--- src/rtl/jt49_bus_master_pkg.sv ---
// Shared types for the jt49 bus master: FSM state encoding, command word layout
// and the phase-counter sizing helper.
package jt49_bus_master_pkg;

    typedef enum logic [2:0] {
        ST_IDLE   = 3'd0,
        ST_SETUP  = 3'd1,
        ST_STROBE = 3'd2,
        ST_HOLD   = 3'd3,
        ST_RDWAIT = 3'd4,
        ST_GAP    = 3'd5
    } state_e;

    localparam int CMD_W = 13;

    typedef struct packed {
        logic       rd;
        logic [3:0] addr;
        logic [7:0] data;
    } cmd_t;

    function automatic int max_of4(input int a, input int b, input int c, input int d);
        int m;
        m = a;
        if (b > m) m = b;
        if (c > m) m = c;
        if (d > m) m = d;
        return m;
    endfunction

endpackage

--- src/rtl/jt49_bus_master_cmd_fifo.sv ---
// Synchronous command FIFO, DEPTH x 13 bits. The head entry is always presented
// on rdata so the bus FSM can pop and load in the same cycle.
module jt49_cmd_fifo
    import jt49_bus_master_pkg::*;
#(
    parameter int DEPTH = 4
) (
    input  logic clk,
    input  logic rst,
    input  logic push,
    input  logic pop,
    input  cmd_t wdata,
    output cmd_t rdata,
    output logic full,
    output logic empty
);
    localparam int AW = (DEPTH > 1) ? $clog2(DEPTH) : 1;

    cmd_t          mem_q [DEPTH];
    logic [AW-1:0] wr_ptr_q, wr_ptr_d;
    logic [AW-1:0] rd_ptr_q, rd_ptr_d;
    logic [AW:0]   count_q, count_d;
    logic          push_ok, pop_ok;

    assign full  = (count_q == (AW+1)'(DEPTH));
    assign empty = (count_q == '0);
    assign rdata = mem_q[rd_ptr_q];

    // A push offered while full is refused even if a pop frees a slot this edge.
    always_comb begin
        push_ok  = push && !full;
        pop_ok   = pop && !empty;
        wr_ptr_d = push_ok ? wr_ptr_q + AW'(1) : wr_ptr_q;
        rd_ptr_d = pop_ok  ? rd_ptr_q + AW'(1) : rd_ptr_q;
        count_d  = count_q + {{AW{1'b0}}, push_ok} - {{AW{1'b0}}, pop_ok};
    end

    always_ff @(posedge clk or posedge rst) begin
        if (rst) begin
            wr_ptr_q <= '0;
            rd_ptr_q <= '0;
            count_q  <= '0;
        end else begin
            wr_ptr_q <= wr_ptr_d;
            rd_ptr_q <= rd_ptr_d;
            count_q  <= count_d;
        end
    end

    always_ff @(posedge clk) begin
        if (push_ok) mem_q[wr_ptr_q] <= wdata;
    end

endmodule

--- src/rtl/jt49_bus_master.sv ---
// Bus initiator for the jt49 CPU port: queues write/read commands and plays them
// out as cs_n/wr_n cycles with fixed setup, strobe, hold and gap timing.
module jt49_bus_master
    import jt49_bus_master_pkg::*;
#(
    parameter int DEPTH  = 4,
    parameter int SETUP  = 1,
    parameter int WR_LEN = 2,
    parameter int RD_LAT = 2,
    parameter int GAP    = 1
) (
    input  logic       clk,
    input  logic       rst,
    input  logic       cmd_valid,
    output logic       cmd_ready,
    input  logic       cmd_rd,
    input  logic [3:0] cmd_addr,
    input  logic [7:0] cmd_data,
    output logic       rd_valid,
    output logic [7:0] rd_data,
    output logic       busy,
    output logic       psg_cs_n,
    output logic       psg_wr_n,
    output logic [3:0] psg_addr,
    output logic [7:0] psg_din,
    input  logic [7:0] psg_dout
);
    localparam int CW = $clog2(max_of4(SETUP, WR_LEN, RD_LAT, GAP) + 1);
    localparam logic [CW-1:0] LD_SETUP = CW'(SETUP - 1);
    localparam logic [CW-1:0] LD_WR    = CW'(WR_LEN - 1);
    localparam logic [CW-1:0] LD_RD    = CW'(RD_LAT - 1);
    localparam logic [CW-1:0] LD_GAP   = CW'((GAP > 0) ? GAP - 1 : 0);

    cmd_t          cmd_in, head;
    logic          fifo_full, fifo_empty, pop;
    state_e        state_q, state_d;
    logic [CW-1:0] cnt_q, cnt_d;
    logic          cs_n_q, cs_n_d, wr_n_q, wr_n_d;
    logic [3:0]    addr_q, addr_d;
    logic [7:0]    din_q, din_d;
    logic          rd_valid_q, rd_valid_d;
    logic [7:0]    rd_data_q, rd_data_d;

    assign cmd_in = {cmd_rd, cmd_addr, cmd_data};

    jt49_cmd_fifo #(.DEPTH(DEPTH)) u_fifo (
        .clk   (clk),
        .rst   (rst),
        .push  (cmd_valid),
        .pop   (pop),
        .wdata (cmd_in),
        .rdata (head),
        .full  (fifo_full),
        .empty (fifo_empty)
    );

    assign cmd_ready = !fifo_full;
    assign busy      = (state_q != ST_IDLE) || !fifo_empty;
    assign psg_cs_n  = cs_n_q;
    assign psg_wr_n  = wr_n_q;
    assign psg_addr  = addr_q;
    assign psg_din   = din_q;
    assign rd_valid  = rd_valid_q;
    assign rd_data   = rd_data_q;

    always_comb begin
        state_d    = state_q;
        cnt_d      = cnt_q;
        cs_n_d     = cs_n_q;
        wr_n_d     = wr_n_q;
        addr_d     = addr_q;
        din_d      = din_q;
        rd_valid_d = 1'b0;
        rd_data_d  = rd_data_q;
        pop        = 1'b0;
        unique case (state_q)
            ST_IDLE: if (!fifo_empty) begin
                pop    = 1'b1;
                addr_d = head.addr;
                cs_n_d = 1'b0;
                wr_n_d = 1'b1;
                if (head.rd) begin
                    state_d = ST_RDWAIT;
                    cnt_d   = LD_RD;
                end else begin
                    din_d   = head.data;
                    state_d = ST_SETUP;
                    cnt_d   = LD_SETUP;
                end
            end
            // wr_n can only fall from SETUP, so it never drops together with cs_n.
            ST_SETUP: if (cnt_q == '0) begin
                state_d = ST_STROBE;
                wr_n_d  = 1'b0;
                cnt_d   = LD_WR;
            end else cnt_d = cnt_q - CW'(1);
            ST_STROBE: if (cnt_q == '0) begin
                state_d = ST_HOLD;
                wr_n_d  = 1'b1;
            end else cnt_d = cnt_q - CW'(1);
            ST_HOLD: begin
                cs_n_d  = 1'b1;
                state_d = (GAP > 0) ? ST_GAP : ST_IDLE;
                cnt_d   = LD_GAP;
            end
            ST_RDWAIT: if (cnt_q == '0) begin
                rd_data_d  = psg_dout;
                rd_valid_d = 1'b1;
                cs_n_d     = 1'b1;
                state_d    = (GAP > 0) ? ST_GAP : ST_IDLE;
                cnt_d      = LD_GAP;
            end else cnt_d = cnt_q - CW'(1);
            ST_GAP: if (cnt_q == '0) state_d = ST_IDLE;
                    else cnt_d = cnt_q - CW'(1);
            default: begin
                state_d = ST_IDLE;
                cs_n_d  = 1'b1;
                wr_n_d  = 1'b1;
            end
        endcase
    end

    always_ff @(posedge clk or posedge rst) begin
        if (rst) begin
            state_q    <= ST_IDLE;
            cnt_q      <= '0;
            cs_n_q     <= 1'b1;
            wr_n_q     <= 1'b1;
            addr_q     <= '0;
            din_q      <= '0;
            rd_valid_q <= 1'b0;
            rd_data_q  <= '0;
        end else begin
            state_q    <= state_d;
            cnt_q      <= cnt_d;
            cs_n_q     <= cs_n_d;
            wr_n_q     <= wr_n_d;
            addr_q     <= addr_d;
            din_q      <= din_d;
            rd_valid_q <= rd_valid_d;
            rd_data_q  <= rd_data_d;
        end
    end

endmodule

--- config.mk ---
export PLATFORM = sky130hd
export DESIGN_NAME = jt49_bus_master
export DESIGN_NICKNAME = d
export VERILOG_FILES = /design/src/rtl/jt49_bus_master_pkg.sv /design/src/rtl/jt49_bus_master_cmd_fifo.sv /design/src/rtl/jt49_bus_master.sv
export SDC_FILE = /design/constraint.sdc
export NUM_CORES = 1
export LEC_CHECK = 0
export BUFFER_PORTS_ARGS = -buffer_cell sky130_fd_sc_hd__clkbuf_2
export CAP_MARGIN = 20
export CELL_PAD_IN_SITES_DETAIL_PLACEMENT = 0
export CELL_PAD_IN_SITES_GLOBAL_PLACEMENT = 1
export CORE_MARGIN = 2
export CORE_UTILIZATION = 30
export DETAILED_ROUTE_END_ITERATION = 10
export PLACE_DENSITY = 0.54
export SYNTH_ARGS = -nofsm -noshare
export SYNTH_HDL_FRONTEND = slang
export SYNTH_SLANG_ARGS = --single-unit
--- constraint.sdc ---
create_clock -name clk -period 6.52 [get_ports clk]
set_clock_uncertainty 0.2 [all_clocks]
set_input_delay 0.326 -clock clk [delete_from_list [all_inputs] [get_ports clk]]
set_output_delay 0.326 -clock clk [all_outputs]
set_load 0.05 [all_outputs]
==> impl_metrics.json <==
{
  "max_cap_viol_count": 0,
  "grt_pass1_wl_mm": 10.3,
  "holdCritPathClass": "in2reg",
  "tightest_slew_ps": 914,
  "fin_crit_ps": 2560,
  "clk_path_buf_depth": 2,
  "postSynth.asyncResetShare_pct": 40.2,
  "worstPathRequired_ps": 6540,
  "p_leak_nw": 1.76,
  "nets": 309,
  "ys_types": 43,
  "synth.area.top_cells": "edfxtp_1 (43%), dfrtp_1 (23%), mux4_2 (8.0%), mux2_4 (3.3%), ha_1 (3.1%)",
  "setup_viol": 0,
  "clk_pin_slew_ps": 60,
  "worst_slack_ps": 3960,
  "dp_hpwl_mm": 4.20,
  "cts_resized": 0,
  "relSlewSlack_pct": 39.1,
  "fp-row-count": 40,
  "syn_nets": 258,
  "cp_data_arrival_time_ps": 2590,
  "cts-root-buf": "clkbuf_16",
  "syn_to_final_growth_pct": 18.9,
  "synthAdderAreaFrac_pct": 3.64,
  "cts_tree": "done",
  "die_h_um": 114,
  "critPathLaunchType": "flop",
  "fin_crit_sh_pct": 39.3,
  "cpMostUsedCell": "ha_1",
  "outcome": "completed",
  "cpMaxStageDelayCell": "dfrtp_1",
  "synth-edff-count": 52,
  "synth_top_area_share_pct": 42.9,
  "synth_mux_area_share_pct": 14.4,
  "dieArea_um2": 13000,
  "setup_tns_ps": 0,
  "synth_compound_area_share_pct": 3.13,
  "ys_warn_count": 0,
  "crit_path_end_kind": "flop",
  "grt_use_total_pct": 10.8,
  "grt_pass1_vias": 1941,
  "yosysMostFrequentCell": "edfxtp_1",
  "synth-xor-area-share_pct": 1.20,
  "coreArea_um2": 11900,
  "hold_viol": 0,
  "finalWeightedCongestion": 0.710,
  "dr.pass1.iters": 4,
  "cts_num_sinks": 87,
  "synth_top_family_by_area": "multiplexers",
  "grt_setup_unrepaired": "false",
  "grt.overflow.total": 0,
  "synth_cells": 224,
  "yosys.area_share.simple_pct": 7.77,
  "antenna_found_initial": 0,
  "viasPerCell": 4.50,
  "drc": 0,
  "synth_area_per_cell_um2": 16.3,
  "start_util_pct": 30.6,
  "htree_levels": 3,
  "ios": 49,
  "worstSkewPairLatency_ps": 330,
  "synth_top_area_cell": "edfxtp_1",
  "path_class": "reg2reg",
  "pre_cts_slack_ps": 3900,
  "drive_above_1_share_pct": 36.8,
  "power_density_nw_per_um2": 535,
  "yosysSeqAreaShare_pct": 67.0,
  "drt_iter0_markers": 101,
  "post-route-util_pct": 36.3,
  "timing.fmax_mhz": 390,
  "post_drt_wl_per_cell_um": 15.1,
  "diodes": 0,
  "die_x_um": 114,
  "cts_buffers": 9,
  "path_max_fanout": 17,
  "synth_area_um2": 3640,
  "yosys-top-cells-count": "edfxtp_1 (52), dfrtp_1 (33), nand2_1 (18)",
  "post_cts_buffers": 0,
  "port_buffers": 48,
  "peakVddDrop_v": 0.000213,
  "wl_mm": 6.46,
  "final_antenna_net_count": 0,
  "critPathMaxStageDelay_ps": 560,
  "crit_chain": "or3_4, nand2b_4, inv_2, ha_1, inv_1, ha_1, fa_1, xnor2_1",
  "cts_hold_buf": 1,
  "fillers": 1155,
  "ys_seq_elements": 87,
  "power_mw": 2.32,
  "grt_max_degree": 36,
  "ys.flop_type": "edfxtp_1",
  "vias": 1920,
  "holdWs_ps": 10.7,
  "drv_slew": 0
}
[worst max-delay path: cells and delay by family (launching register included)]
kind / cells / cell delay, ps
fa+ha+maj: 3 / 700
flops: 1 / 560
buf+inv: 2 / 170
xor+xnor: 1 / 140
simple gates: 2 / 690
[power breakdown]
part | internal [mW] | total, mW | switching [mW]
Combinational | 0.344 | 0.875 | 0.531
Clock | 0.286 | 0.508 | 0.222
Sequential | 0.774 | 0.933 | 0.160
Total | 1.40 | 2.32 | 0.912
[metal layers]
metal	vias up	routed length [um]	track usage [%]
met5	-	0	0
met3	7	205	3.71
met1	965	2980	13.5
li1	918	-	-
met2	30	3190	17.5
met4	0	81	3.90
[cell type report]
class | instances | area [um^2] | area share (%)
sequential | 87 | 2440 | 56.4
multi-input combinational | 115 | 1100 | 25.3
timing repair buffer | 51 | 268 | 6.18
clock buffer | 10 | 250 | 5.78
tap | 147 | 184 | 4.25
clock inverter | 6 | 48.8 | 1.13
inverter | 11 | 41.3 | 0.954
[kinds of logic after synthesis]
family | Yosys count
XOR/XNOR | 5
buffers and inverters | 22
AND/OR/NAND/NOR | 51
adder cells (fa/ha/maj) | 10
multiplexers | 31
AO/OA/AOI/OAI | 18
flip-flops | 87
[metrics by stage]
stage                     cell area [um^2]  instances
final                                 4330        427
after global routing                  4330        427
after CTS                             4320        426
after detailed placement              4010        409
after global placement                4010        409
after floorplan                       3640        224
[state kept, by name, summed over array words and instances, names as in the netlist]
signal	flops
cnt_q	2
u_fifo.rd_ptr_q	2
u_fifo.wr_ptr_q	2
psg_cs_n	1
u_fifo.mem_q	52
rd_valid	1
state_q	3
psg_addr	4
u_fifo.count_q	3
psg_din	8
psg_wr_n	1
rd_data	8
[worst paths after layout]
kind | cells after the start | end | slack [ps] | startpoint
hold / removal | 1 | u_fifo.mem_q[3][7]$_DFFE_PP_ | 10 | cmd_data[7]
setup / recovery | 8 | u_fifo.count_q[2]$_DFF_PP0_ | 3960 | state_q[0]$_DFFE_PP0P_
max in group asynchronous | 4 | psg_cs_n$_DFFE_PP1P_ | 5340 | rst
hold reg to reg | 1 | rd_data[1]$_DFFE_PP0P_ | 310 | rd_data[1]$_DFFE_PP0P_
setup reg to reg | 8 | u_fifo.count_q[2]$_DFF_PP0_ | 3960 | state_q[0]$_DFFE_PP0P_
min in group asynchronous | 4 | u_fifo.wr_ptr_q[0]$_DFFE_PP0P_ | 430 | rst
[cells in the final DEF, fill, tap and decap left out, types with 3 or more instances in the layout]
cell       Yosys  routed
clkbuf_16      0      10
dfrtp_1       33      33
nand3_1        3       3
clkbuf_2       0      48
mux2_2         9       9
mux2_4         8       8
nor2_1         8       8
nor3_1         3       3
xnor2_1        4       4
inv_6          0       3
ha_1           9       9
inv_1         10      10
o21ai_0        5       5
and3_1         4       4
mux4_2        13      13
nand2_1       18      18
a21oi_1        5       5
edfxtp_1      52      52
Power figures use the tool's default switching activity.
